`config.mk`:
```
export PLATFORM = sky130hd
export DESIGN_NAME = player_physics_flat
export DESIGN_NICKNAME = d
export VERILOG_FILES = /design/src/rtl/player_physics_if.sv /design/src/rtl/player_physics.sv /design/src/flat_wrapper.sv
export SDC_FILE = /design/constraint.sdc
export NUM_CORES = 1
export LEC_CHECK = 0
export CAP_MARGIN = 40
export CORE_MARGIN = 10
export CORE_UTILIZATION = 35
export DETAILED_ROUTE_END_ITERATION = 8
export REMOVE_ABC_BUFFERS = 1
export SLEW_MARGIN = 20
export SYNTH_ARGS = -nofsm -noshare
export SYNTH_HDL_FRONTEND = slang
export SYNTH_SLANG_ARGS = --single-unit
```
`constraint.sdc`:
```
create_clock -name clock -period 8.1 [get_ports clock]
set_input_delay 1.215 -clock clock [delete_from_list [all_inputs] [get_ports clock]]
set_output_delay 1.215 -clock clock [all_outputs]
set_load 0.01 [all_outputs]
```
`src/rtl/player_physics_if.sv`:
```
// Frame-rate bus between the wave generator / game FSM and the surfer physics engine.
// The master supplies vsync, mode and surface height; the slave returns player state.
interface player_physics_if;
   logic              vsync;
   logic              active;
   logic [9:0]        wave_height;
   logic              wave_ready;
   logic [9:0]        p_vpos;
   logic signed [7:0] velocity;
   logic [1:0]        char_frame;
   logic              airborne;
   logic              landed;

   modport master (
      output vsync, active, wave_height, wave_ready,
      input  p_vpos, velocity, char_frame, airborne, landed
   );

   modport slave (
      input  vsync, active, wave_height, wave_ready,
      output p_vpos, velocity, char_frame, airborne, landed
   );
endinterface

```
`src/rtl/player_physics.sv`:
```
// Per-frame vertical motion of the surfer: rides the wave surface, launches into a
// ballistic arc when the surface falls away too quickly, and lands back on the wave.
module player_physics #(
   parameter int CHAR_HEIGHT = 20,
   parameter int GRAVITY     = 1,
   parameter int MAX_FALL    = 8,
   parameter int LAUNCH_DROP = 3,
   parameter int TOP_LIMIT   = 16,
   parameter int INIT_VPOS   = 300
) (
   input  logic             clock,
   input  logic             reset_n,
   player_physics_if.slave  bus
);

   localparam logic [0:0] ST_RIDING   = 1'b0;
   localparam logic [0:0] ST_AIRBORNE = 1'b1;

   localparam logic signed [11:0] K_CHAR  = 12'(CHAR_HEIGHT);
   localparam logic signed [11:0] K_GRAV  = 12'(GRAVITY);
   localparam logic signed [11:0] K_MAXF  = 12'(MAX_FALL);
   localparam logic signed [11:0] K_DROP  = 12'(LAUNCH_DROP);
   localparam logic signed [11:0] K_TOP   = 12'(TOP_LIMIT);
   localparam logic signed [11:0] K_VMIN  = -12'sd128;
   localparam logic signed [11:0] K_ZERO  = 12'sd0;

   logic              vsync_q_reg;
   logic [9:0]        wave_q_reg;
   logic [0:0]        state_reg,      state_next;
   logic [9:0]        p_vpos_reg;
   logic signed [7:0] velocity_reg;
   logic [1:0]        char_frame_reg, char_frame_next;
   logic              landed_reg,     landed_next;

   logic signed [11:0] p_vpos_next;
   logic signed [11:0] velocity_next;

   logic              tick;
   logic [9:0]        wave_src;
   logic signed [11:0] wave_s;
   logic signed [11:0] tgt_raw;
   logic signed [11:0] tgt;
   logic signed [11:0] pos_s;
   logic signed [11:0] vel_s;
   logic signed [11:0] vel_inc;
   logic signed [11:0] nv;
   logic signed [11:0] np;
   logic signed [11:0] d;
   logic signed [11:0] d_clamped;

   assign tick = bus.vsync & ~vsync_q_reg;

   // A wave sample arriving on the tick cycle itself is newer than wave_q, so use it.
   assign wave_src = bus.wave_ready ? bus.wave_height : wave_q_reg;

   assign wave_s  = {2'b00, wave_src};
   assign tgt_raw = wave_s - K_CHAR;
   assign tgt     = (tgt_raw < K_ZERO) ? K_ZERO : tgt_raw;

   assign pos_s   = {2'b00, p_vpos_reg};
   assign vel_s   = {{4{velocity_reg[7]}}, velocity_reg};
   assign vel_inc = vel_s + K_GRAV;
   assign nv      = (vel_inc > K_MAXF) ? K_MAXF : vel_inc;
   assign np      = pos_s + nv;
   assign d       = tgt - pos_s;

   always_comb begin
      d_clamped = d;
      if (d < K_VMIN) begin
         d_clamped = K_VMIN;
      end else if (d > K_MAXF) begin
         d_clamped = K_MAXF;
      end
   end

   always_comb begin
      state_next    = state_reg;
      p_vpos_next   = pos_s;
      velocity_next = vel_s;
      landed_next   = 1'b0;

      if (tick) begin
         if (!bus.active) begin
            state_next    = ST_RIDING;
            p_vpos_next   = tgt;
            velocity_next = K_ZERO;
         end else if (state_reg == ST_RIDING) begin
            if (d <= K_DROP) begin
               p_vpos_next   = tgt;
               velocity_next = d_clamped;
            end else begin
               state_next = ST_AIRBORNE;
               if (np < K_TOP) begin
                  p_vpos_next   = K_TOP;
                  velocity_next = K_ZERO;
               end else begin
                  p_vpos_next   = np;
                  velocity_next = nv;
               end
            end
         end else begin
            if (np >= tgt) begin
               state_next    = ST_RIDING;
               p_vpos_next   = tgt;
               velocity_next = K_ZERO;
               landed_next   = 1'b1;
            end else if (np < K_TOP) begin
               p_vpos_next   = K_TOP;
               velocity_next = K_ZERO;
            end else begin
               p_vpos_next   = np;
               velocity_next = nv;
            end
         end
      end
   end

   // Animation frame follows the velocity that is about to be stored.
   always_comb begin
      char_frame_next = char_frame_reg;
      if (tick) begin
         if (velocity_next == K_ZERO) begin
            char_frame_next = 2'd0;
         end else if (velocity_next < K_ZERO) begin
            char_frame_next = 2'd1;
         end else begin
            char_frame_next = 2'd2;
         end
      end
   end

   always_ff @(posedge clock or negedge reset_n) begin
      if (!reset_n) begin
         vsync_q_reg    <= 1'b0;
         wave_q_reg     <= 10'(INIT_VPOS + CHAR_HEIGHT);
         state_reg      <= ST_RIDING;
         p_vpos_reg     <= 10'(INIT_VPOS);
         velocity_reg   <= 8'sd0;
         char_frame_reg <= 2'd0;
         landed_reg     <= 1'b0;
      end else begin
         vsync_q_reg    <= bus.vsync;
         if (bus.wave_ready) begin
            wave_q_reg <= bus.wave_height;
         end
         state_reg      <= state_next;
         p_vpos_reg     <= p_vpos_next[9:0];
         velocity_reg   <= velocity_next[7:0];
         char_frame_reg <= char_frame_next;
         landed_reg     <= landed_next;
      end
   end

   assign bus.p_vpos     = p_vpos_reg;
   assign bus.velocity   = velocity_reg;
   assign bus.char_frame = char_frame_reg;
   assign bus.airborne   = (state_reg == ST_AIRBORNE);
   assign bus.landed     = landed_reg;

endmodule

```
`src/flat_wrapper.sv`:
```
// flat-port wrapper written by rule: the top's interface ports become plain ports
module player_physics_flat 
#(
   parameter int CHAR_HEIGHT = 20,
   parameter int GRAVITY     = 1,
   parameter int MAX_FALL    = 8,
   parameter int LAUNCH_DROP = 3,
   parameter int TOP_LIMIT   = 16,
   parameter int INIT_VPOS   = 300
)
  (clock, reset_n, bus_vsync, bus_active, bus_wave_height, bus_wave_ready, bus_p_vpos, bus_velocity, bus_char_frame, bus_airborne, bus_landed);
  player_physics_if bus_i ();
  input  logic clock;
  input  logic reset_n;
  input wire logic [$bits(bus_i.vsync)-1:0] bus_vsync;
  input wire logic [$bits(bus_i.active)-1:0] bus_active;
  input wire logic [$bits(bus_i.wave_height)-1:0] bus_wave_height;
  input wire logic [$bits(bus_i.wave_ready)-1:0] bus_wave_ready;
  output wire logic [$bits(bus_i.p_vpos)-1:0] bus_p_vpos;
  output wire logic [$bits(bus_i.velocity)-1:0] bus_velocity;
  output wire logic [$bits(bus_i.char_frame)-1:0] bus_char_frame;
  output wire logic [$bits(bus_i.airborne)-1:0] bus_airborne;
  output wire logic [$bits(bus_i.landed)-1:0] bus_landed;
  assign bus_i.vsync = bus_vsync;
  assign bus_i.active = bus_active;
  assign bus_i.wave_height = bus_wave_height;
  assign bus_i.wave_ready = bus_wave_ready;
  assign bus_p_vpos = bus_i.p_vpos;
  assign bus_velocity = bus_i.velocity;
  assign bus_char_frame = bus_i.char_frame;
  assign bus_airborne = bus_i.airborne;
  assign bus_landed = bus_i.landed;
  player_physics #(.CHAR_HEIGHT(CHAR_HEIGHT), .GRAVITY(GRAVITY), .MAX_FALL(MAX_FALL), .LAUNCH_DROP(LAUNCH_DROP), .TOP_LIMIT(TOP_LIMIT), .INIT_VPOS(INIT_VPOS)) u_core (.clock(clock), .reset_n(reset_n), .bus(bus_i));
endmodule
```
==> results_dict.tcl <==
set metrics [dict create \
    pre_cts_ws_ps 1210 \
    synthCells 430 \
    finalCriticalPeriod_ps 6770 \
    hold_path_class "flip-flop to flip-flop" \
    max_cap_viol_count 0 \
    crit_required_ps 8270 \
    cts_buffers 5 \
    gr-total-overflow 0 \
    ios 37 \
    cts_hold_buf 0 \
    path_class "flip-flop to flip-flop" \
    seq_area_um2 833 \
    hpwl_mm 8.47 \
    area.growth.synth_to_final_pct 16.5 \
    worst_slack_ps 1330 \
    grt_pass1_wl_mm 16.7 \
    final_nets 516 \
    antennaDiodeCount 0 \
    worstMarginPinSlew_ps 627 \
    synth_edf_count 0 \
    dieArea_mm2 0.0146 \
    synthFlopType "dfrtp_1" \
    port_buffers 36 \
    synth_cell_types 74 \
    wirelength_mm 10.2 \
    async_flop_share_pct 100 \
    antenna_found_initial 0 \
    yosys_warnings 0 \
    wl_per_cell_um 17.0 \
    die_height_um 121 \
    cp_max_fo 14 \
    start_util_pct 36.2 \
    grt_pass1_vias 3291 \
    grt_max_degree 34 \
    status "finished clean" \
    ys_seq_area_share_pct 23.5 \
    ctsHtreeMaxLevel 2 \
    yosysTopAreaCell "dfrtp_1" \
    cts.repair.resized 0 \
    hold_viol 0 \
    drc 0 \
    synth_top_area_share_pct 19.0 \
    ant_nets 0 \
    drt_first_pass_iters 5 \
    cts_tree "built" \
    via_count 3375 \
    clk_latency_ps 290 \
    slowest_delay_ps 560 \
    fin_crit_sh_pct 83.6 \
    final_cells 599 \
    setup_viol 0 \
    timing.slew.headroom_pct 58.2 \
    critPathSlowestCell "and3_1" \
    syn_avg_cell_area_um2 8.26 \
    multi_input_area_mm2 0.00250 \
    fmax_mhz 148 \
    clkSinkCount 33 \
    gr-usage-all-layers_pct 13.8 \
    clockRootBuffer "clkbuf_8" \
    routabilityCongestion 0.881 \
    synth.top_cells.by_area "dfrtp_1 19%, ha_1 12%, inv_1 4.8%, dfstp_2 4.4%, nand2_1 4.0%" \
    fillers 1039 \
    postCtsSetupRepairBufs 0 \
    avgViaCountPerCell 5.63 \
    rsz0062_at_grt "no" \
    worst_setup_path_start_kind "flip-flop" \
    clkTransAtPathRegs_ps 80 \
    cp.arrival_ps 6940 \
    dp_cells 591 \
    timing.critical_path.mode_cell "ha_1" \
    synth.cell_area_mm2 0.00355 \
    drtIter0Drc 186 \
    core_area_mm2 0.00982 \
    drv_slew 0 \
    crit_path_end_kind "flip-flop" \
    die_w_um 121 \
    cts_max_path_buffers 2 \
    synth-seq-cells 33 \
    num_rows 36 \
    finalSetupTns_ps 0 \
    drive_gt1_share_pct 10.1 \
    fin_skew_ps 7.77 \
]
[cells in the mapped netlist (all sizes together), types with 6 or more instances]
cell type and count:
dfstp 6, mux2i 7, a31oi 8, o21ai 27, nand2b 7, dfrtp 27
a21o 11, ha 34, nand3 9, nand2 38, and3 6, o21a 6
a21oi 23, clkbuf 8, inv 46, nor2b 8, nor3 10, and2 7
nor2 28, xnor2 11, xor2 6, or2 6
[metal layers]
layer  part of all wire (%)  GRT usage [%]  wire length (um)
met5                      0              0                 0
met4                    1.7           3.92               178
met3                    3.7           1.54               374
met2                     48           23.6              4850
met1                     47           18.0              4790
[stage by stage]
stage	hold slack [ps]	area (um2)	util, %
after floorplan	471	3500	-
after global placement	461	4050	41.2
after detailed placement	468	4050	41.3
after CTS	486	4140	42.1
after global routing	520	4140	42.1
final	484	4140	42.1
[layout make-up]
type | count | share of cell area [%]
repair buffers | 39 | 9.26
flip-flops and latches | 33 | 20.1
well taps | 133 | 4.02
clock inverters | 2 | 0.242
clock buffers | 6 | 1.75
inverters | 46 | 4.17
multi-input cells | 340 | 60.4
[critical path: cells and delay by family (launching register included)]
| kind | cells | cell delay [ps] |
|---|---|---|
| flip-flops | 1 | 460 |
| XOR/XNOR | 1 | 370 |
| AND/OR/NAND/NOR | 7 | 1620 |
| adder cells (fa/ha/maj) | 5 | 1490 |
| AO/OA/AOI/OAI | 12 | 2550 |
| buffers and inverters | 2 | 160 |
[placed cells by master, fill, tap and decap left out, types with 5 or more instances in the layout]
| master | n |
|---|---|
| a31oi_1 | 6 |
| ha_1 | 34 |
| a211oi_1 | 5 |
| clkdlybuf4s50_1 | 36 |
| nand2_1 | 38 |
| mux2i_1 | 7 |
| xnor2_1 | 11 |
| xor2_1 | 5 |
| dfstp_2 | 6 |
| nand2b_1 | 7 |
| nor2_1 | 28 |
| and2_1 | 6 |
| a211o_1 | 5 |
| inv_1 | 45 |
| nor2b_1 | 8 |
| o21a_1 | 6 |
| clkbuf_8 | 5 |
| mux2_2 | 5 |
| nand3_1 | 9 |
| a21o_1 | 11 |
| dfrtp_1 | 27 |
| o21ai_0 | 23 |
| nor3_1 | 10 |
| a21oi_1 | 23 |
[cells by family (layout without fill, tap and decap cells)]
| family | Yosys count | in the layout | share of synthesized area, % |
|---|---|---|---|
| buffers and inverters | 57 | 93 | 6.17 |
| xor gates and xnor gates | 17 | 17 | 4.40 |
| AOI/OAI and AO/OA | 141 | 141 | 30.3 |
| muxes | 12 | 12 | 3.56 |
| and+or+nand+nor | 134 | 134 | 19.0 |
| DFF | 33 | 33 | 23.5 |
| adders and majority gates | 36 | 36 | 13.1 |
[path summary, 6_finish.rpt]
path                                                           start                              endpoint  slack, ps  depth (start not counted)
min in group asynchronous                                    reset_n      u_core.bus.velocity[3]$_DFF_PN0_       1330                          2
worst max register to register      u_core.bus.velocity[0]$_DFF_PN0_      u_core.bus.p_vpos[4]$_DFFE_PN0P_       1330                         27
worst min register to register  u_core.bus.char_frame[0]$_DFFE_PN0P_  u_core.bus.char_frame[0]$_DFFE_PN0P_        480                          2
worst min-delay path            u_core.bus.char_frame[0]$_DFFE_PN0P_  u_core.bus.char_frame[0]$_DFFE_PN0P_        480                          2
worst max-delay path                u_core.bus.velocity[0]$_DFF_PN0_      u_core.bus.p_vpos[4]$_DFFE_PN0P_       1330                         27
max in group asynchronous                                    reset_n        u_core.wave_q_reg[8]$_DFF_PN1_       6420                          2
Power is left out: the tool's default activity adds up to more than one toggle a clock period on the data nets, which glitch-free logic cannot reach.
